==> src/rtl/fetch_decode.sv <==
// fetch_decode: RV32I instruction fetch and decode front end.
// Owns the PC, fetches words over a req/ack handshake, decodes them into the
// core control word and issues it over a valid/ready handshake. Control-flow
// instructions stall fetch until the datapath resolves them.
// Optional build macro: FD_JAL_PREDICT_EN -- when defined, jal computes its
// target locally (pc + imm) and does not wait for the datapath to resolve it.

module fetch_decode #(
  parameter logic [31:0] RESET_PC = 32'h0000_0000
) (
  input  logic        clk,
  input  logic        rst,
  output logic        imem_req,
  output logic [31:0] imem_addr,
  input  logic        imem_ack,
  input  logic [31:0] imem_rdata,
  output logic        cw_valid,
  input  logic        cw_ready,
  output logic [3:0]  instType,
  output logic [2:0]  fun3,
  output logic        fun7,
  output logic [4:0]  rd,
  output logic [4:0]  rs1,
  output logic [4:0]  rs2,
  output logic [31:0] pc,
  output logic [31:0] imm,
  input  logic        resolve_valid,
  input  logic        resolve_taken,
  input  logic [31:0] resolve_pc,
  output logic        illegal
);

`ifdef FD_JAL_PREDICT_EN
  localparam logic JAL_PREDICT = 1'b1;
`else
  localparam logic JAL_PREDICT = 1'b0;
`endif

  typedef enum logic [2:0] {
    ST_FETCH   = 3'd0,
    ST_DECODE  = 3'd1,
    ST_ISSUE   = 3'd2,
    ST_RESOLVE = 3'd3,
    ST_HALT    = 3'd4
  } state_t;

  localparam logic [3:0] CLS_LOAD  = 4'd0;
  localparam logic [3:0] CLS_IMM   = 4'd1;
  localparam logic [3:0] CLS_STORE = 4'd2;
  localparam logic [3:0] CLS_REG   = 4'd3;
  localparam logic [3:0] CLS_LUI   = 4'd4;
  localparam logic [3:0] CLS_AUIPC = 4'd5;
  localparam logic [3:0] CLS_BRNCH = 4'd6;
  localparam logic [3:0] CLS_JALR  = 4'd7;
  localparam logic [3:0] CLS_JAL   = 4'd8;

  state_t      state_q, state_d;
  logic        imem_req_q, imem_req_d;
  logic        cw_valid_q, cw_valid_d;
  logic        illegal_q, illegal_d;
  logic [31:0] pc_q, pc_d;
  logic [31:0] instr_q, instr_d;
  logic [3:0]  cls_q, cls_d;
  logic [2:0]  fun3_q, fun3_d;
  logic        fun7_q, fun7_d;
  logic [4:0]  rd_q, rd_d, rs1_q, rs1_d, rs2_q, rs2_d;
  logic [31:0] imm_q, imm_d;

  logic        dec_legal_s;
  logic [3:0]  dec_cls_s;
  logic [2:0]  dec_fun3_s;
  logic        dec_fun7_s;
  logic [4:0]  dec_rd_s, dec_rs1_s, dec_rs2_s;
  logic [31:0] dec_imm_s;

  logic        fetch_done_s, handshake_s, resolve_done_s, to_resolve_s;
  logic        unused_s;

  // Target low bits are forced to zero, so they never reach any state.
  assign unused_s = ^resolve_pc[1:0];

  assign fetch_done_s   = (state_q == ST_FETCH) && imem_req_q && imem_ack;
  assign handshake_s    = (state_q == ST_ISSUE) && cw_valid_q && cw_ready;
  assign resolve_done_s = (state_q == ST_RESOLVE) && resolve_valid;
  assign to_resolve_s   = (cls_q == CLS_BRNCH) || (cls_q == CLS_JALR) ||
                          ((cls_q == CLS_JAL) && !JAL_PREDICT);

  // Classify the latched word by opcode; anything unknown is illegal.
  always_comb begin
    dec_legal_s = 1'b1;
    dec_cls_s   = CLS_LOAD;
    case (instr_q[6:0])
      7'b0000011: dec_cls_s = CLS_LOAD;
      7'b0010011: dec_cls_s = CLS_IMM;
      7'b0100011: dec_cls_s = CLS_STORE;
      7'b0110011: dec_cls_s = CLS_REG;
      7'b0110111: dec_cls_s = CLS_LUI;
      7'b0010111: dec_cls_s = CLS_AUIPC;
      7'b1100011: dec_cls_s = CLS_BRNCH;
      7'b1100111: dec_cls_s = CLS_JALR;
      7'b1101111: dec_cls_s = CLS_JAL;
      default: begin
        dec_legal_s = 1'b0;
        dec_cls_s   = CLS_LOAD;
      end
    endcase
  end

  // Extract register indices, function bits and immediate for the class.
  always_comb begin
    dec_rd_s   = instr_q[11:7];
    dec_rs1_s  = instr_q[19:15];
    dec_rs2_s  = 5'd0;
    dec_fun3_s = instr_q[14:12];
    dec_fun7_s = 1'b0;
    dec_imm_s  = 32'd0;
    case (dec_cls_s)
      CLS_LOAD, CLS_JALR: begin
        dec_imm_s = {{20{instr_q[31]}}, instr_q[31:20]};
      end
      CLS_IMM: begin
        dec_imm_s = {{20{instr_q[31]}}, instr_q[31:20]};
        // Only the shift-immediate forms carry a meaningful instr[30].
        if ((instr_q[14:12] == 3'b001) || (instr_q[14:12] == 3'b101)) begin
          dec_fun7_s = instr_q[30];
        end else begin
          dec_fun7_s = 1'b0;
        end
      end
      CLS_STORE: begin
        dec_rd_s  = 5'd0;
        dec_rs2_s = instr_q[24:20];
        dec_imm_s = {{20{instr_q[31]}}, instr_q[31:25], instr_q[11:7]};
      end
      CLS_REG: begin
        dec_rs2_s  = instr_q[24:20];
        dec_fun7_s = instr_q[30];
      end
      CLS_LUI, CLS_AUIPC: begin
        // rs1 = x0 lets the datapath compute lui as x0 + imm.
        dec_rs1_s  = 5'd0;
        dec_fun3_s = 3'd0;
        dec_imm_s  = {instr_q[31:12], 12'd0};
      end
      CLS_BRNCH: begin
        dec_rd_s  = 5'd0;
        dec_rs2_s = instr_q[24:20];
        dec_imm_s = {{19{instr_q[31]}}, instr_q[31], instr_q[7],
                     instr_q[30:25], instr_q[11:8], 1'b0};
      end
      CLS_JAL: begin
        dec_rs1_s  = 5'd0;
        dec_fun3_s = 3'd0;
        dec_imm_s  = {{11{instr_q[31]}}, instr_q[31], instr_q[19:12],
                      instr_q[20], instr_q[30:21], 1'b0};
      end
      default: begin
        dec_rd_s   = 5'd0;
        dec_rs1_s  = 5'd0;
        dec_fun3_s = 3'd0;
      end
    endcase
  end

  // Next-state logic of the fetch/decode/issue sequencer.
  always_comb begin
    state_d = state_q;
    case (state_q)
      ST_FETCH: begin
        if (fetch_done_s) state_d = ST_DECODE;
        else              state_d = ST_FETCH;
      end
      ST_DECODE: begin
        if (dec_legal_s) state_d = ST_ISSUE;
        else             state_d = ST_HALT;
      end
      ST_ISSUE: begin
        if (handshake_s) state_d = to_resolve_s ? ST_RESOLVE : ST_FETCH;
        else             state_d = ST_ISSUE;
      end
      ST_RESOLVE: begin
        if (resolve_done_s) state_d = ST_FETCH;
        else                state_d = ST_RESOLVE;
      end
      ST_HALT:  state_d = ST_HALT;
      default:  state_d = ST_HALT;
    endcase
  end

  // Handshake outputs follow the upcoming state so they come straight from flops.
  always_comb begin
    imem_req_d = (state_d == ST_FETCH);
    cw_valid_d = (state_d == ST_ISSUE);
    illegal_d  = illegal_q | (state_d == ST_HALT);
  end

  // State and handshake output registers.
  always_ff @(posedge clk) begin
    if (!rst) begin
      state_q    <= ST_FETCH;
      imem_req_q <= 1'b0;
      cw_valid_q <= 1'b0;
      illegal_q  <= 1'b0;
    end else begin
      state_q    <= state_d;
      imem_req_q <= imem_req_d;
      cw_valid_q <= cw_valid_d;
      illegal_q  <= illegal_d;
    end
  end

  // PC update: sequential, locally predicted jal, or datapath-resolved target.
  always_comb begin
    pc_d = pc_q;
    case (state_q)
      ST_ISSUE: begin
        if (handshake_s && (cls_q == CLS_JAL) && JAL_PREDICT) pc_d = pc_q + imm_q;
        else if (handshake_s && !to_resolve_s)                pc_d = pc_q + 32'd4;
        else                                                  pc_d = pc_q;
      end
      ST_RESOLVE: begin
        if (resolve_done_s && resolve_taken) pc_d = {resolve_pc[31:2], 2'b00};
        else if (resolve_done_s)             pc_d = pc_q + 32'd4;
        else                                 pc_d = pc_q;
      end
      default: pc_d = pc_q;
    endcase
  end

  // Latch the fetched word and capture the decoded control word in DECODE.
  always_comb begin
    instr_d = fetch_done_s ? imem_rdata : instr_q;
    cls_d   = cls_q;
    fun3_d  = fun3_q;
    fun7_d  = fun7_q;
    rd_d    = rd_q;
    rs1_d   = rs1_q;
    rs2_d   = rs2_q;
    imm_d   = imm_q;
    if ((state_q == ST_DECODE) && dec_legal_s) begin
      cls_d  = dec_cls_s;
      fun3_d = dec_fun3_s;
      fun7_d = dec_fun7_s;
      rd_d   = dec_rd_s;
      rs1_d  = dec_rs1_s;
      rs2_d  = dec_rs2_s;
      imm_d  = dec_imm_s;
    end else if (state_q == ST_DECODE) begin
      cls_d  = 4'd0;
      fun3_d = 3'd0;
      fun7_d = 1'b0;
      rd_d   = 5'd0;
      rs1_d  = 5'd0;
      rs2_d  = 5'd0;
      imm_d  = 32'd0;
    end else begin
      cls_d  = cls_q;
    end
  end

  // PC, instruction and control word registers.
  always_ff @(posedge clk) begin
    if (!rst) begin
      pc_q    <= RESET_PC;
      instr_q <= 32'd0;
      cls_q   <= 4'd0;
      fun3_q  <= 3'd0;
      fun7_q  <= 1'b0;
      rd_q    <= 5'd0;
      rs1_q   <= 5'd0;
      rs2_q   <= 5'd0;
      imm_q   <= 32'd0;
    end else begin
      pc_q    <= pc_d;
      instr_q <= instr_d;
      cls_q   <= cls_d;
      fun3_q  <= fun3_d;
      fun7_q  <= fun7_d;
      rd_q    <= rd_d;
      rs1_q   <= rs1_d;
      rs2_q   <= rs2_d;
      imm_q   <= imm_d;
    end
  end

  assign imem_req  = imem_req_q;
  assign imem_addr = pc_q;
  assign cw_valid  = cw_valid_q;
  assign illegal   = illegal_q;
  assign instType  = cls_q;
  assign fun3      = fun3_q;
  assign fun7      = fun7_q;
  assign rd        = rd_q;
  assign rs1       = rs1_q;
  assign rs2       = rs2_q;
  assign pc        = pc_q;
  assign imm       = imm_q;

endmodule

==> config.mk <==
export PLATFORM = sky130hd
export DESIGN_NAME = fetch_decode
export DESIGN_NICKNAME = d
export VERILOG_FILES = /design/src/rtl/fetch_decode.sv
export SDC_FILE = /design/constraint.sdc
export NUM_CORES = 1
export LEC_CHECK = 0
export CAP_MARGIN = 10
export CORE_ASPECT_RATIO = 0.75
export CORE_MARGIN = 2
export CORE_UTILIZATION = 30
export CTS_BUF_LIST = sky130_fd_sc_hd__clkbuf_16
export DETAILED_ROUTE_END_ITERATION = 8
export GPL_TIMING_DRIVEN = 0
export PLACE_DENSITY = 0.6
export SYNTH_ARGS = -nofsm -noshare
export SYNTH_HDL_FRONTEND = slang
export SYNTH_SLANG_ARGS = --single-unit
==> constraint.sdc <==
create_clock -name clk -period 2.11 [get_ports clk]
set_input_delay 0.422 -clock clk [delete_from_list [all_inputs] [get_ports clk]]
set_output_delay 0.422 -clock clk [all_outputs]
set_load 0.01 [all_outputs]
==> After elaboration in Yosys (flattened, before gate mapping) <==
Cells that the tools add are included.
{ "totals": {"output_inout_bits": 122, "regBits": 125, "wordCells": 99, "inputBits": 70} }
{ "classes": {"n_addsub": 1, "mux": 31, "n_eq_ne": 29, "n_reduce_logical": 24, "bitwise_logic": 1} }
{ "ops": {"columns": ["cell", "count"], "rows": [
  ["two-way mux 32 bit", 5],
  ["case mux 32 bit (5 select lines)", 1],
  ["case mux 32 bit (2 select lines)", 1],
  ["two-way mux 5 bit", 7],
  ["adder 32 x 3 -> 32 bit (second input constant)", 1],
  ["case mux 4 bit (8 select lines)", 1],
  ["equality test 4 x 3 -> 1 bit (second input constant)", 6],
  ["equality test 7 x 6 -> 1 bit (second input constant)", 3],
  ["equality test 7 bit (second input constant)", 3],
  ["equality test 7 x 5 -> 1 bit (second input constant)", 2],
  ["two-way mux 3 bit", 4],
  ["case mux 3 bit (4 select lines)", 1],
  ["equality test 3 x 2 -> 1 bit (second input constant)", 3],
  ["OR reduction 9 bit", 1],
  ["equality test 4 x 2 -> 1 bit (second input constant)", 2],
  ["equality test 4 bit (second input constant)", 2],
  ["logical AND 1 bit", 8],
  ["two-way mux 4 bit", 2],
  ["equality test 7 x 2 -> 1 bit (second input constant)", 1],
  ["OR reduction 7 bit", 1],
  ["equality test 3 x 1 -> 1 bit (second input constant)", 2],
  ["equality test 3 bit (second input constant)", 2],
  ["logical NOT 3 bit", 2],
  ["two-way mux 2 bit", 3],
  ["14 further kinds", 22]
]} }

==> Longest topological paths before layout <==
Gate-level depths: netlist (run 1).
{ "logic_depth": {"ltp_word": 8, "mapped_depth": 9, "ltp_nobuf": 6} }

==> Least setup slack after synthesis (run 1) <==
OpenSTA, ideal clock, no wires.
{ "synth_timing": {"path_type": "register -> register", "startpoint": "register pc_q[2], in the netlist imem_addr[2]", "endpoint": "register pc_q[30], in the netlist imem_addr[30]", "setup_time_ps": 74, "stages_incl_launch_ff": 8, "synth_period_minus_slack_ps": 2040, "setup_slack_ps": 70, "required_ps": 2036, "arrival_ps": 1966, "n_path_buf": 1, "path_cell_list": "dfxtp_1 ha_1 nand4_1 nor4_4 buf_4 nand4_1 or3_1 a31oi_1"} }
{ "synth_via": {"elab_chain_len": 4, "elab_cells_between_ends": 5, "cone_classes": "1 x add/sub; 4 x mux"} }
{ "synth_lines": {"columns": ["item", "line", "rtl"], "rows": [
  ["start: declaration", "61", "logic [31:0] pc_q, pc_d;"],
  ["start signal: assignment", "274", "pc_q <= pc_d;"],
  ["adder 32 x 3 -> 32 bit (*)", "218, 223", null],
  ["two-way mux 32 bit", "223", "else if (resolve_done_s) pc_d = pc_q + 32'd4;"],
  ["two-way mux 32 bit", "222", "if (resolve_done_s && resolve_taken) pc_d = {resolve_pc[31:2], 2'b00};"],
  ["case mux 32 bit (2 select lines) (*)", "215", "case (state_q)"]
]} }
Every way passes the cells marked *; elsewhere a longest branch is shown, timed or not. The select of a mux whose other input is x is not followed.
A chain may end at the register's enable or synchronous reset.

==> Worst setup path after layout (run 1) <==
{ "layout_timing": {"startpoint": "register pc_q[2], in the netlist imem_addr[2]", "endpoint": "register pc_q[24], in the netlist imem_addr[24]"} }
Same word-level chain as after synthesis.

==> summary.txt, run 1 <==
Clock network
  • Clk slew on worst S/H paths: 0.06 ns
  • Clk Latency, worst-skew pair: 0.42 ns
  • CTS tree: yes
  • CTS Root Cell: clkbuf_16
  • # hold bufs at CTS: 0
  • Max Buffers Root-to-Sink: 2
  • Htree depth: 4
  • Sink Count: 123
  • Num CTS Buffers: 17

Min path
  • Min-delay worst type: reg -> reg
  • Hold path depth: 2

Place
  • Gpl congestion: 0.907
  • Placed cell areas: 0.00820 mm²
  • Port bufs: 184
  • DP HPWL: 16000 µm

Setup path
  • Slowest stage delay, CP: 0.38 ns
  • Worst path cell trace: ha_4 -> nand4_1 -> nor4_4 -> buf_6 -> nand4_1 -> and3_1 -> o31a_1
  • Worst Setup End Kind: register
  • Delay-heaviest family, CP: simple AND/OR/NAND/NOR gates
  • CP startpoint kind: register
  • Worst Path Required: 2.42 ns
  • Critical Path Fanout Max: 10
  • Crit-path most repeated cell: nand4_1
  • Crit path buf inv count: 1
  • R2R cell count: 7
  • Crit path depth: 7
  • Critical path arrival: 2.36 ns
  • Worst path slowest cell: dfxtp_4
  • CP Class: reg -> reg

STA
  • Final worst path period need: 2.05 ns
  • # setup viols final: 0
  • Max Clk Rate: 0.488 GHz
  • RSZ-0062 raised after global routing: no
  • Least-Margin Pin Slew: 0.686 ns
  • Sum Neg Setup Slack: 0 ns
  • Rel. slew slack: 54.3%
  • Final Slew Violations: 0
  • Final hold viol count: 0
  • Final period utilization: 97.1%
  • Clock Skews: 0.00847 ns

Finish
  • Most common cell after layout, fill and taps aside: clkdlybuf4s50_1
  • Final #Nets: 1013
  • Share of layout cells above drive strength 1: 15.8%
  • Fin area: 0.00898 mm²
  • Commonest non-fill, non-tap cells in the layout: clkdlybuf4s50_1 (184), dfxtp_1 (112), nand2_1 (105)
  • Layout area overhead: 48.9%
  • Fillcell total: 1893
  • Diode count: 0

Logic synthesis
  • Syn_area_per_cell: 8.34 µm²
  • Synth top area share: 40.8%
  • Leading area contributor after synthesis: dfxtp_1
  • Top cells by area, synth: dfxtp_1 (41%), nand2_1 (6.5%), a21oi_1 (6.0%)
  • Asr flop ratio synth: 0%
  • Post-Syn Area: 0.00603 mm²
  • Post-synth EDFFs: 0
  • Count of unique library cells instantiated by Yosys: 73
  • Post-synth top flop: dfxtp_1
  • Cells after Synth: 723
  • Yosys reg bits: 123
  • Seq/Total Area, Yosys: 40.8%
  • Number of synthesis warnings: 0

Routing
  • Initial DRT Pass Iterations: 5
  • 1st-iter DRT viols: 479
  • Via density: 5.26
  • Routed Antenna Nets: 0
  • Via count: 6346
  • Post-DR wirelength/cell: 18.1 µm
  • Drt drc: 0
  • Final wirelength: 21900 µm

Floorplan
  • Die area: 0.0213 mm²
  • Initial Util: 30.9%
  • I/O pin cnt: 192
  • Die Ht: 127 µm
  • Die width: 168 µm
  • Site Rows: 44
  • Core area: 0.0195 mm²

Pwr
  • Worst vdd ir: 0.349 mV
  • Net Switching: 1.42 mW
  • Comb power frac: 7.7%
  • Clock share of power: 49.3%
  • Power share of the sequential group: 43.0%
  • Power Density: 624 mW/mm²
  • Reported leakage power: 3.37 nW
  • Switching Share: 25.4%
  • Int Pwr: 4.18 mW

Run
  • Maximum capacitance violations: 0

Global route
  • First-pass GRT wire length: 33200 µm
  • Largest net degree at the start of global routing: 17
  • Initial antenna violation count: 0
  • Total Routing Usage GR: 20.2%
  • Global route overflow: 0
  • Vias in the first global route: 5775

Status
  • Status: finished, final reports clean
cell type report:
class | count | area, µm² | area share [%]
Inverter | 12 | 45.0 | 0.502
Timing Repair Buffer | 198 | 1950 | 21.7
Clock buffer | 17 | 425 | 4.74
Buffer | 87 | 553 | 6.16
Tap cell | 253 | 317 | 3.53
Clock inverter | 14 | 126 | 1.41
Multi-Input combinational cell | 503 | 3090 | 34.4
Sequential cell | 123 | 2480 | 27.6
timing repair:
item / CTS / global route
setup endpoints to repair: 23 / 63
buffers inserted: 2 / 12
pin swaps: 1 / 4
cloned: 0 / 0
resized for setup: 8 / 45
stage by stage:
stage	cells	hold WS [ns]	total power [mW]	util [%]	worst slack [ns]
3_3_place_gp	1163	0.434	2.88	42.0	-0.483
5_1_grt	1207	0.464	5.79	45.9	0.00230
2_1_floorplan	726	0.450	2.64	-	0.0700
6_report	1207	0.447	5.61	45.9	0.0617
3_5_place_dp	1163	0.441	2.89	42.0	-0.442
4_1_cts	1196	0.449	5.64	45.0	-0.0405
power by group through the flow:
stage	sequential (mW)	combinational, mW	clock (mW)
final	2.41	0.432	2.76
after global routing	2.42	0.468	2.91
after CTS	2.41	0.426	2.80
after detailed placement	2.46	0.424	0
after global placement	2.46	0.421	0
after floorplan	2.45	0.195	0
per-layer routing:
metal  up-vias  track usage, %  part of all wire (%)
li1       3046               -                     -
met4         0            4.86                   1.1
met2       266            29.9                    43
met3        18            4.31                   7.3
met5         -               0                     0
met1      3016            29.7                    49
sequential cells by signal (all words and copies together), names as in the netlist:
signal     cells
cw_valid       1
fun7           1
state_q        3
instType       4
fun3           3
rs2            5
imem_addr     30
imem_req       1
instr_q       32
imm           32
rd             5
illegal        1
rs1            5
synth_stat cells, drive strengths merged (5+ instances only):
cell type and number:
dfxtp 123, nand2 106, a21oi 73, buf 56, nor2 53, o21ai 34, clkbuf 31, a32oi 27
a22o 20, nand3 19, nand4 17, nor3 17, a21o 14, and3 12, inv 12, a31oi 7
and2 7, nand2b 6, o31a 6, a221oi 5, or3 5
worst register-to-register path, cell delays in order, from the launching register on:
cell     delay (ns)
dfxtp_4        0.38
ha_4           0.17
nand4_1        0.17
nor4_4         0.37
buf_6          0.19
nand4_1        0.18
and3_1         0.25
o31a_1         0.23
cells by family (layout without fill, tap and decap cells):
| family | after synthesis | in the layout | synth area share [%] |
|---|---|---|---|
| multiplexers | 4 | 4 | 0.685 |
| AO/OA/AOI/OAI | 220 | 220 | 24.7 |
| AND/OR/NAND/NOR | 274 | 274 | 24.0 |
| adder cells (fa/ha/maj) | 1 | 1 | 0.207 |
| other | 1 | 4 | 0.0622 |
| flip-flops | 123 | 123 | 40.8 |
| buffers and inverters | 100 | 328 | 9.46 |
final timing paths:
| path | from | end | slack [ns] |
|---|---|---|---|
| worst min register to register | imm[12]$_SDFFE_PN0P_ | imm[12]$_SDFFE_PN0P_ | 0.45 |
| worst max-delay path | imem_addr[2]$_SDFFE_PN0P_ | imem_addr[24]$_SDFFE_PN0P_ | 0.06 |
| worst min-delay path | imm[12]$_SDFFE_PN0P_ | imm[12]$_SDFFE_PN0P_ | 0.45 |
| worst max register to register | imem_addr[2]$_SDFFE_PN0P_ | imem_addr[24]$_SDFFE_PN0P_ | 0.06 |
Power figures use the tool's default switching activity.
==> run 2: changes to the inputs <==
Settings changed: CTS_CLUSTER_DIAMETER set to 30.
==> results of run 2 <==
No change in the layout: final DEF, timing and power equal those of run 1.
